<file path="src/rtl/text_painter_if.sv">
// Command and frame-buffer write port bundle for text_painter.
// A command transfers on a rising edge where cmd_valid && cmd_ready. cmd_ready depends only on state and reset, never on cmd_valid; the master holds cmd_* stable while cmd_valid is high and not yet accepted.
interface text_painter_if;
  logic        cmd_valid;
  logic        cmd_ready;
  logic [1:0]  cmd_op;
  logic [5:0]  cmd_x;
  logic [5:0]  cmd_y;
  logic [15:0] cmd_data;
  logic [5:0]  x;
  logic [5:0]  y;
  logic [4:0]  char;
  logic        we;
  logic        busy;

  modport master (
    output cmd_valid, cmd_op, cmd_x, cmd_y, cmd_data,
    input  cmd_ready, x, y, char, we, busy
  );

  modport slave (
    input  cmd_valid, cmd_op, cmd_x, cmd_y, cmd_data,
    output cmd_ready, x, y, char, we, busy
  );
endinterface

</file>
<file path="src/rtl/text_painter.sv">
// Command-driven character painter: turns PUT_CHAR / PUT_NUM / CLEAR / FILL_ROW
// commands into single-cell frame-buffer writes, at most one per clock.
module text_painter #(
  parameter int COLS       = 40,
  parameter int ROWS       = 30,
  parameter int DIGIT_BASE = 1
) (
  input  logic           clk,
  input  logic           reset,
  text_painter_if.slave  bus,
  output logic [2:0]     dbg_state
);

  typedef enum logic [2:0] {S_IDLE, S_CONV, S_EMIT, S_CLEAR, S_ROW} state_t;

  localparam logic [1:0] OP_CHAR  = 2'b00;
  localparam logic [1:0] OP_NUM   = 2'b01;
  localparam logic [1:0] OP_CLEAR = 2'b10;
  localparam logic [1:0] OP_FILL  = 2'b11;

  localparam logic [6:0] COLS7    = 7'(COLS);
  localparam logic [6:0] ROWS7    = 7'(ROWS);
  localparam logic [5:0] LAST_COL = 6'(COLS - 1);
  localparam logic [5:0] LAST_ROW = 6'(ROWS - 1);
  localparam logic [4:0] DIG_BASE = 5'(DIGIT_BASE);

  state_t      state, state_n;
  logic [5:0]  x_q, y_q, x_n, y_n;
  logic [4:0]  char_q, char_n;
  logic        we_q, we_n;
  logic [5:0]  px, py, px_n, py_n;
  logic [4:0]  pchar, pchar_n;
  logic [15:0] sh, sh_n;
  logic [19:0] bcd, bcd_n, bcd_adj;
  logic [3:0]  cnt, cnt_n;
  logic        nz, nz_n;
  logic [5:0]  cx, cy, cx_n, cy_n;
  logic        accept;
  logic [3:0]  dig;
  logic [6:0]  col;
  logic        blank;

  // Double-dabble correction: any BCD digit >= 5 gets +3 before the shift.
  function automatic logic [19:0] dd_adjust(input logic [19:0] b);
    logic [19:0] r;
    r = b;
    for (int i = 0; i < 5; i++) begin
      if (r[4*i +: 4] >= 4'd5) r[4*i +: 4] = r[4*i +: 4] + 4'd3;
    end
    return r;
  endfunction

  function automatic logic [3:0] digit_at(input logic [19:0] b, input logic [2:0] i);
    case (i)
      3'd0:    return b[19:16];
      3'd1:    return b[15:12];
      3'd2:    return b[11:8];
      3'd3:    return b[7:4];
      default: return b[3:0];
    endcase
  endfunction

  assign bus.cmd_ready = (state == S_IDLE) && !reset;
  assign bus.busy      = (state != S_IDLE);
  assign bus.x         = x_q;
  assign bus.y         = y_q;
  assign bus.char      = char_q;
  assign bus.we        = we_q;
  assign dbg_state     = state;
  assign accept        = bus.cmd_valid && bus.cmd_ready;

  always_ff @(posedge clk or posedge reset) begin : state_reg
    if (reset) begin
      state  <= S_IDLE;
      x_q    <= '0;
      y_q    <= '0;
      char_q <= '0;
      we_q   <= 1'b0;
      px     <= '0;
      py     <= '0;
      pchar  <= '0;
      sh     <= '0;
      bcd    <= '0;
      cnt    <= '0;
      nz     <= 1'b0;
      cx     <= '0;
      cy     <= '0;
    end else begin
      state  <= state_n;
      x_q    <= x_n;
      y_q    <= y_n;
      char_q <= char_n;
      we_q   <= we_n;
      px     <= px_n;
      py     <= py_n;
      pchar  <= pchar_n;
      sh     <= sh_n;
      bcd    <= bcd_n;
      cnt    <= cnt_n;
      nz     <= nz_n;
      cx     <= cx_n;
      cy     <= cy_n;
    end
  end

  always_comb begin : next_state
    state_n = state;
    case (state)
      S_IDLE: begin
        if (accept) begin
          case (bus.cmd_op)
            OP_NUM:   state_n = S_CONV;
            OP_CLEAR: state_n = S_CLEAR;
            OP_FILL:  state_n = ({1'b0, bus.cmd_y} < ROWS7) ? S_ROW : S_IDLE;
            default:  state_n = S_IDLE;
          endcase
        end
      end
      S_CONV:  if (cnt == 4'd15) state_n = S_EMIT;
      S_EMIT:  if (cnt == 4'd4) state_n = S_IDLE;
      S_CLEAR: if (cx == LAST_COL && cy == LAST_ROW) state_n = S_IDLE;
      S_ROW:   if (cx == LAST_COL) state_n = S_IDLE;
      default: state_n = S_IDLE;
    endcase
  end

  always_comb begin : output_comb
    x_n     = x_q;
    y_n     = y_q;
    char_n  = char_q;
    we_n    = 1'b0;
    px_n    = px;
    py_n    = py;
    pchar_n = pchar;
    sh_n    = sh;
    bcd_n   = bcd;
    cnt_n   = cnt;
    nz_n    = nz;
    cx_n    = cx;
    cy_n    = cy;
    bcd_adj = dd_adjust(bcd);
    dig     = digit_at(bcd, cnt[2:0]);
    col     = {1'b0, px} + {4'b0000, cnt[2:0]};
    // Leading zeros blank until the first non-zero digit; the units digit always shows.
    blank   = (dig == 4'd0) && !nz && (cnt != 4'd4);
    case (state)
      S_IDLE: begin
        if (accept) begin
          case (bus.cmd_op)
            OP_CHAR: begin
              if ({1'b0, bus.cmd_x} < COLS7 && {1'b0, bus.cmd_y} < ROWS7) begin
                x_n    = bus.cmd_x;
                y_n    = bus.cmd_y;
                char_n = bus.cmd_data[4:0];
                we_n   = 1'b1;
              end
            end
            OP_NUM: begin
              px_n  = bus.cmd_x;
              py_n  = bus.cmd_y;
              sh_n  = bus.cmd_data;
              bcd_n = '0;
              cnt_n = '0;
              nz_n  = 1'b0;
            end
            OP_CLEAR: begin
              cx_n = '0;
              cy_n = '0;
            end
            default: begin
              cx_n    = '0;
              py_n    = bus.cmd_y;
              pchar_n = bus.cmd_data[4:0];
            end
          endcase
        end
      end
      S_CONV: begin
        bcd_n = {bcd_adj[18:0], sh[15]};
        sh_n  = {sh[14:0], 1'b0};
        cnt_n = (cnt == 4'd15) ? 4'd0 : cnt + 4'd1;
      end
      S_EMIT: begin
        nz_n  = nz || (dig != 4'd0);
        cnt_n = cnt + 4'd1;
        if (col < COLS7 && {1'b0, py} < ROWS7) begin
          x_n    = col[5:0];
          y_n    = py;
          char_n = blank ? 5'd0 : DIG_BASE + {1'b0, dig};
          we_n   = 1'b1;
        end
      end
      S_CLEAR: begin
        x_n    = cx;
        y_n    = cy;
        char_n = 5'd0;
        we_n   = 1'b1;
        if (cx == LAST_COL) begin
          cx_n = '0;
          cy_n = cy + 6'd1;
        end else begin
          cx_n = cx + 6'd1;
        end
      end
      S_ROW: begin
        x_n    = cx;
        y_n    = py;
        char_n = pchar;
        we_n   = 1'b1;
        cx_n   = cx + 6'd1;
      end
      default: ;
    endcase
  end

endmodule

</file>
<file path="src/flat_wrapper.sv">
// flat-port wrapper written by rule: the top's interface ports become plain ports
module text_painter_flat 
#(
  parameter int COLS       = 40,
  parameter int ROWS       = 30,
  parameter int DIGIT_BASE = 1
)
  (clk, reset, dbg_state, bus_cmd_valid, bus_cmd_op, bus_cmd_x, bus_cmd_y, bus_cmd_data, bus_cmd_ready, bus_x, bus_y, bus_char, bus_we, bus_busy);
  text_painter_if bus_i ();
  input  logic clk;
  input  logic reset;
  output logic [2:0] dbg_state;
  input wire logic [$bits(bus_i.cmd_valid)-1:0] bus_cmd_valid;
  input wire logic [$bits(bus_i.cmd_op)-1:0] bus_cmd_op;
  input wire logic [$bits(bus_i.cmd_x)-1:0] bus_cmd_x;
  input wire logic [$bits(bus_i.cmd_y)-1:0] bus_cmd_y;
  input wire logic [$bits(bus_i.cmd_data)-1:0] bus_cmd_data;
  output wire logic [$bits(bus_i.cmd_ready)-1:0] bus_cmd_ready;
  output wire logic [$bits(bus_i.x)-1:0] bus_x;
  output wire logic [$bits(bus_i.y)-1:0] bus_y;
  output wire logic [$bits(bus_i.char)-1:0] bus_char;
  output wire logic [$bits(bus_i.we)-1:0] bus_we;
  output wire logic [$bits(bus_i.busy)-1:0] bus_busy;
  assign bus_i.cmd_valid = bus_cmd_valid;
  assign bus_i.cmd_op = bus_cmd_op;
  assign bus_i.cmd_x = bus_cmd_x;
  assign bus_i.cmd_y = bus_cmd_y;
  assign bus_i.cmd_data = bus_cmd_data;
  assign bus_cmd_ready = bus_i.cmd_ready;
  assign bus_x = bus_i.x;
  assign bus_y = bus_i.y;
  assign bus_char = bus_i.char;
  assign bus_we = bus_i.we;
  assign bus_busy = bus_i.busy;
  text_painter #(.COLS(COLS), .ROWS(ROWS), .DIGIT_BASE(DIGIT_BASE)) u_core (.clk(clk), .reset(reset), .bus(bus_i), .dbg_state(dbg_state));
endmodule
</file>
<file path="config.mk">
export PLATFORM = sky130hd
export DESIGN_NAME = text_painter_flat
export DESIGN_NICKNAME = d
export VERILOG_FILES = /design/src/rtl/text_painter_if.sv /design/src/rtl/text_painter.sv /design/src/flat_wrapper.sv
export SDC_FILE = /design/constraint.sdc
export NUM_CORES = 1
export LEC_CHECK = 0
export BUFFER_PORTS_ARGS = -buffer_cell sky130_fd_sc_hd__buf_2
export CORE_MARGIN = 2
export CORE_UTILIZATION = 55
export CTS_BUF_LIST = sky130_fd_sc_hd__clkbuf_8
export CTS_CLUSTER_SIZE = 14
export DETAILED_ROUTE_END_ITERATION = 8
export GPL_ROUTABILITY_DRIVEN = 0
export PLACE_DENSITY = 0.75
export SETUP_SLACK_MARGIN = 0.5
export SYNTH_ARGS = -nofsm -noshare
export SYNTH_HDL_FRONTEND = slang
export SYNTH_SLANG_ARGS = --single-unit
</file>
<file path="constraint.sdc">
create_clock -name clk -period 5.85 [get_ports clk]
set_input_delay 0.2925 -clock clk [delete_from_list [all_inputs] [get_ports clk]]
set_output_delay 0.2925 -clock clk [all_outputs]
set_load 0.1 [all_outputs]
</file>
==> summary.md, run 1 <==
| Metric | Value |
|---|---|
| # Max-Cap Violations | `0` |
| Post-synth ARST share | `100.0%` |
| RSZ-0062 raised after global routing | `no` |
| TritonCTS clock tree | `done` |
| Number of synthesized flops with an enable pin | `0` |
| Detailed-route DRC error count | `0` |
| Crit Path Max Fanout | `26` |
| Iter 0 DRT Violations | `357` |
| Die width | `around 100 um` |
| Startpoint Class | `register` |
| CTS sink cnt | `91` |
| Cell Chain, Critical Path | `ha_1 > inv_1 > fa_1 > nor2b_1 > nor3_1 > a211o_1 > o21ai_2 > buf_4 > or4b_1 > nand3_1` |
| Diode count | `0` |
| R2R cell count | `10` |
| Synth-to-Final Area Change | `11.20%` |
| Peak supply drop | `0.3427 mV` |
| FMAX | `323.5 MHz` |
| First-pass DRT Iterations | `5` |
| Slew HR | `33.93%` |
| Slowest cell delay on critical path | `0.48 ns` |
| Synthesized area | `5250 um2` |
| CTS HTree Levels | `3` |
| Pleak | `2.567 nW` |
| Primary FF master, synth | `dfrtp_1` |
| Worst path slowest cell | `fa_1` |
| Row cnt | `35` |
| Clock Path Buffers | `2` |
| Simple-Gate Fraction of Synth Area | `16.09%` |
| Nets | `680` |
| Status | `completed` |
| Post-synth net total | `634` |
| Full die area | `around 10000 um2` |
| Largest net degree at the start of global routing | `just under 60` |
| TNS Setup | `0 ns` |
| R2R Path Start | `u_core.cnt[0]` |
| Synth Area in Compound Gates | `21.12%` |
| YS warnings | `0` |
| Antenna-violating nets left | `0` |
| Setup slack after layout | `2.759 ns` |
| Clock tree root driver cell | `clkbuf_8` |
| Vias | `4623` |
| WL per Instance | `16.85 um` |
| Post-route clock period utilization | `52.84%` |
| Crit. End Element | `register` |
| Global route overflow | `0` |
| Share of cells above drive strength 1 | `~17%` |
| Hold slack | `around 0.16 ns` |
| Placement Setup Slack | `just under 3 ns` |
| Syn_area_per_cell | `9.194 um2` |
| WS Path Type | `reg2reg` |
| Post-synthesis sequential area ratio | `a little over two fifths` |
| Required time worst endpoint | `6.15 ns` |
| Final min period | `3.091 ns` |
| # setup viols final | `0` |
| I/O Pins | `56` |
| Worst hold path class | `in2reg` |
| Vias in the first global route | `4259` |
| Filler cells | `758` |
| Starting Density | `56.82%` |
| Port bufs | `55` |
| Least-Margin Pin Slew | `0.9911 ns` |
| Post-synthesis mux area share | `6.053%` |
| Slew Limit Fails | `0` |
| CTS Buf Count | `9` |
| Die Y | `about 100 um` |
| DR vias/cell | `a little over 6` |
| Post-CTS sizing | `0` |
| FF-to-FF setup slack | `about 2.8 ns` |
| Pwr dens | `657.5 nW/um2` |
| Clock Latency Late Sink | `0.37 ns` |
| Crit path DAT | `3.39 ns` |
| Hold Vio Cnt, Final | `0` |
| WL final | `between 10000 and 15000 um` |
| Unique masters post-synth | `54` |
| Main combinational cell family by area after synthesis | `compound AO/OA/AOI/OAI gates` |
| Syn Inst Count | `571` |
| Gr usage total | `25.46%` |
| Most frequent cells in the layout | `dfrtp_1 (91), nand2_1 (74), buf_2 (55)` |
| CORE AREA | `9240 um2` |
| Reg2reg end | `u_core.bus.char[3]` |
| CTS clk-pin slew, worst paths | `0.11 ns` |
| Commonest non-fill, non-tap cell in the layout | `dfrtp_1` |
| HPWL after detailed placement | `8925 um` |
| XOR/XNOR Fraction of Synth Area | `about 2%` |
| Synth Area in Adders | `approximately 7.3%` |
| CP Capture Point | `u_core.bus.char[3]` |
| Skew final | `0.01370 ns` |
| Flops & latches, synth | `91` |
| Crit path launch | `u_core.cnt[0]` |
| Antenna violations before repair | `0` |
| Global-route wire length before repair | `around 21000 um` |
-- logic make-up (layout without fill, tap and decap cells) --
group,count (synthesis),in the layout
muxes,29,29
xor gates and xnor gates,12,12
DFF,91,91
and+or+nand+nor,183,183
AOI/OAI and AO/OA,171,171
adders and majority gates,30,30
buffers and inverters,55,106
-- worst min-delay path by stage --
| stage | from | end | cells past startpoint |
|---|---|---|---|
| floorplan | bus_cmd_y[2] | u_core.py[2] | 1 |
| global placement | reset | u_core.bus.y[2] | 2 |
| detailed placement | reset | u_core.bus.y[4] | 2 |
| CTS | bus_cmd_data[7] | u_core.sh[7] | 3 |
| global route | bus_cmd_data[14] | u_core.sh[14] | 3 |
| finish | bus_cmd_data[7] | u_core.sh[7] | 3 |
-- stage by stage --
step,power [mW],cells,utilization (%),instance area [um2]
4_1_cts,3.823,751,63.18,5838
3_3_place_gp,3.271,734,60.83,5620
2_1_floorplan,2.903,571,-,5250
3_5_place_dp,3.356,734,60.83,5620
6_report,3.838,751,63.18,5838
5_1_grt,4.109,751,63.18,5838
-- synth_stat cells (all sizes together), types with 4 or more instances --
cell type / instances / share of area [%]
inv: 29 / 2.1
nor3: 10 / 1.0
nor2: 50 / 3.6
o22ai: 19 / 2.3
mux2: 22 / 4.7
nor3b: 4 / 0.67
a32o: 5 / 0.95
buf: 8 / 0.72
ha: 29 / 6.9
mux2i: 7 / 1.3
o221ai: 7 / 1.2
a21oi: 40 / 3.9
o31ai: 10 / 1.4
a22o: 4 / 0.67
a22oi: 9 / 1.3
dfrtp: 91 / 43
xnor2: 10 / 1.7
nand2: 74 / 5.3
nand3: 14 / 1.3
a31oi: 22 / 2.6
and2: 6 / 0.72
clkbuf: 18 / 1.3
nand2b: 9 / 1.1
o21ai: 34 / 3.3
-- state kept, by name (all words and copies together), names as in the netlist --
signal,cells
u_core.bcd,20
u_core.bus.char,5
u_core.bus.we,1
u_core.bus.x,6
u_core.bus.y,6
u_core.cnt,4
u_core.cx,6
u_core.cy,6
u_core.dbg_state,3
u_core.nz,1
u_core.pchar,5
u_core.px,6
u_core.py,6
u_core.sh,16
-- timing repair --
action,in CTS,in global routing
buffers inserted,0,0
endpoints found under the hold margin,12,0
hold buffers,1,0
-- where the power goes --
| part | total [mW] | internal (mW) | switching, mW |
|---|---|---|---|
| clock network | 0.461 | 0.207 | 0.254 |
| registers | 1.18 | 0.915 | 0.269 |
| logic | 2.19 | 0.698 | 1.50 |
-- layer usage --
layer	share of wire (%)	track usage (%)	wire length [um]
met1	45	36.18	5743
met4	2.0	9.563	250
met2	46	39.63	5866
met3	6.3	3.658	795
met5	0	0	0
-- final cells by class --
| cell class | instances | area [um2] | area share, % |
|---|---|---|---|
| clock buffers | 9 | 123.9 | 2.122 |
| clock inverters | 7 | 83.83 | 1.436 |
| inverters | 29 | 110.1 | 1.886 |
| multi-input cells | 425 | 2759 | 47.26 |
| flip-flops and latches | 91 | 2277 | 39.01 |
| well taps | 129 | 161.4 | 2.765 |
| repair buffers | 61 | 322.8 | 5.529 |
-- critical path: cells and delay by family, from the launching register on --
kind / cells / cell delay, ns
simple gates: 4 / 0.81
fa+ha+maj: 2 / 0.73
compound gates: 2 / 0.59
buf+inv: 2 / 0.45
flops: 1 / 0.43
Note: power is estimated with default switching activity, not from simulation.
==> run 2, diff against run 1 <==
==> constraint.sdc (replaced) <==
create_clock -name clk -period 3 [get_ports clk]
set_input_delay 0.15 -clock clk [delete_from_list [all_inputs] [get_ports clk]]
set_output_delay 0.15 -clock clk [all_outputs]
set_load 0.1 [all_outputs]
==> summary.md, run 2 (same netlist as run 1, synthesis figures left out) <==
| Metric | Value |
|---|---|
| Commonest non-fill, non-tap cell in the layout | `dfrtp_1` |
| Reg power frac | `a little under a third` |
| Global route overflow | `0` |
| Largest net degree at the start of global routing | `51` |
| NetSw | `approximately 4 mW` |
| Gr usage total | `between 20% and 30%` |
| Most frequent cells in the layout | `dfrtp_1 (85), nand2_1 (71), buf_2 (55)` |
| WL per Instance | `16.73 um` |
| Pleak | `around 2.6 nW` |
| Antenna-violating nets left | `0` |
| Cell internal pwr | `3.719 mW` |
| CTS Hold Buffers Added | `0` |
| Crit. End Element | `register` |
| Slew Limit Fails | `0` |
| Switching portion of total power | `51.84%` |
| Startpoint Class | `register` |
| Max reg flops | `20` |
| Port bufs | `55` |
| RSZ-0062 raised after global routing | `no` |
| Global-route wire length before repair | `21160 um` |
| CTS clk-pin slew, worst paths | `around 0.10 ns` |
| Share of cells above drive strength 1 | `21.78%` |
| Clock Latency Late Sink | `0.37 ns` |
| Crit path DAT | `around 2.7 ns` |
| Die Y | `101.7 um` |
| Slew HR | `36.39%` |
| Hold Vio Cnt, Final | `0` |
| Power share of the clock group | `11.4%` |
| CORE AREA | `around 9200 um2` |
| Synth-to-Final Area Change | `14.94%` |
| Clock Path Buffers | `2` |
| Final min period | `2.401 ns` |
| Largest regs | `u_core.bcd x20, u_core.sh x16` |
| TritonCTS clock tree | `done` |
| Design Area, Final | `~6000 um2` |
| Crit Path Max Fanout | `11` |
| Vias | `4509` |
| Row cnt | `35` |
| Vias in the first global route | `4373` |
| Overall Power | `7.723 mW` |
| DR vias/cell | `5.949` |
| Biggest register | `u_core.bcd` |
| Iter 0 DRT Violations | `213` |
| CTS HTree Levels | `3` |
| HPWL after detailed placement | `8924 um` |
| Full die area | `10340 um2` |
| Die width | `101.7 um` |
| Worst hold path class | `in2async` |
| Cell Area, Placed | `between 5000 and 6000 um2` |
| Least-Margin Pin Slew | `0.9521 ns` |
| Logic pwr share | `58.1%` |
| Detailed-route DRC error count | `0` |
| CTS Buf Count | `9` |
| Status | `completed` |
| Diode count | `0` |
| Nets | `687` |
| Pwr dens | `1280 nW/um2` |
| Starting Density | `56.82%` |
| Required time worst endpoint | `around 3.3 ns` |
| WL final | `12680 um` |
| FMAX | `416.4 MHz` |
| CTS sink cnt | `91` |
| Setup slack after layout | `~0.60 ns` |
| Antenna violations before repair | `0` |
| WS Path Type | `reg2reg` |
| Peak supply drop | `1.281 mV` |
| I/O Pins | `56` |
| Clock tree root driver cell | `clkbuf_8` |
| # setup viols final | `0` |
| Placement Setup Slack | `0.4981 ns` |
| First-pass DRT Iterations | `7` |
| Post-route clock period utilization | `80.05%` |
| # Max-Cap Violations | `0` |
| Skew final | `0.01054 ns` |
## run 2: changes by cell type in the layout (fill, tap and decap cells not counted), moves of 3 or more
| cell | before | now |
|---|---|---|
| buf_4 | 5 | 10 |
| clkinvlp_4 | 0 | 3 |
| dfrtp_1 | 91 | 85 |
| dfrtp_2 | 0 | 6 |
| ha_1 | 29 | 24 |
| ha_4 | 0 | 3 |
| mux2i_1 | 7 | 4 |
| mux2i_2 | 0 | 3 |
| nand2_1 | 74 | 71 |
| o21ai_0 | 33 | 23 |
| o21ai_1 | 0 | 9 |
## run 2: worst paths after layout
kind	startpoint	endpoint	slack, ns	depth (start not counted)
worst max-delay path	u_core.cnt[0]	u_core.bus.x[4]	0.60	9
max in group asynchronous	reset	u_core.dbg_state[1]	2.26	3
min in group clk	bus_cmd_data[8]	u_core.sh[8]	0.02	3
worst min register to register	u_core.cy[5]	u_core.cy[5]	0.49	1
worst max register to register	u_core.cnt[0]	u_core.bus.x[4]	0.60	9
worst min-delay path	reset	u_core.px[5]	0.002	2
## run 2: metal layers
layer,part of all wire (%),track usage (%)
met1,45,35.53
met2,49,42.11
met5,0,0
met3,5.5,5.176
met4,0.99,5.613
## run 2: stage by stage
| stage | hold slack [ns] | utilization (%) | cells | setup TNS [ns] |
|---|---|---|---|---|
| final | 0.001976 | 65.31 | 758 | 0 |
| after global routing | 0.01934 | 65.31 | 758 | 0 |
| after CTS | 0.007749 | 64.66 | 758 | 0 |
| after detailed placement | 0.4133 | 62.30 | 741 | 0 |
| after global placement | 0.4066 | 62.30 | 741 | 0 |
| after floorplan | 0.2817 | - | 571 | -0.1634 |
## run 2: critical path, stage by stage (launching register included)
cell     delay (ns)
dfrtp_2        0.42
ha_2           0.20
inv_1          0.06
fa_2           0.41
nor2b_1        0.15
nor3_1         0.06
a211o_1        0.28
o21ai_4        0.20
buf_6          0.17
mux2_2         0.33
## run 2: layout make-up
class | instances | area [um2]
Inverter | 29 | 115.1
Fill cell | 762 | 3206
Multi-Input combinational cell | 425 | 2868
Tap cell | 129 | 161.4
Sequential cell | 91 | 2285
Clock inverter | 7 | 80.08
Timing Repair Buffer | 68 | 401.6
Clock buffer | 9 | 123.9
## run 2: repair_timing
item / 4_1_cts / 5_1_grt
resized for setup: 2 / 18
setup buffers: 1 / 0
endpoints found under the setup margin: 3 / 10
pin swaps: 0 / 1
## run 2: power by group through the flow
stage	logic, mW	registers, mW	clock network, mW
after global routing	4.91	2.44	0.950
final	4.48	2.36	0.878
after CTS	4.38	2.33	0.902
after global placement	4.20	2.33	0
after floorplan	2.63	3.12	0
after detailed placement	4.33	2.35	0
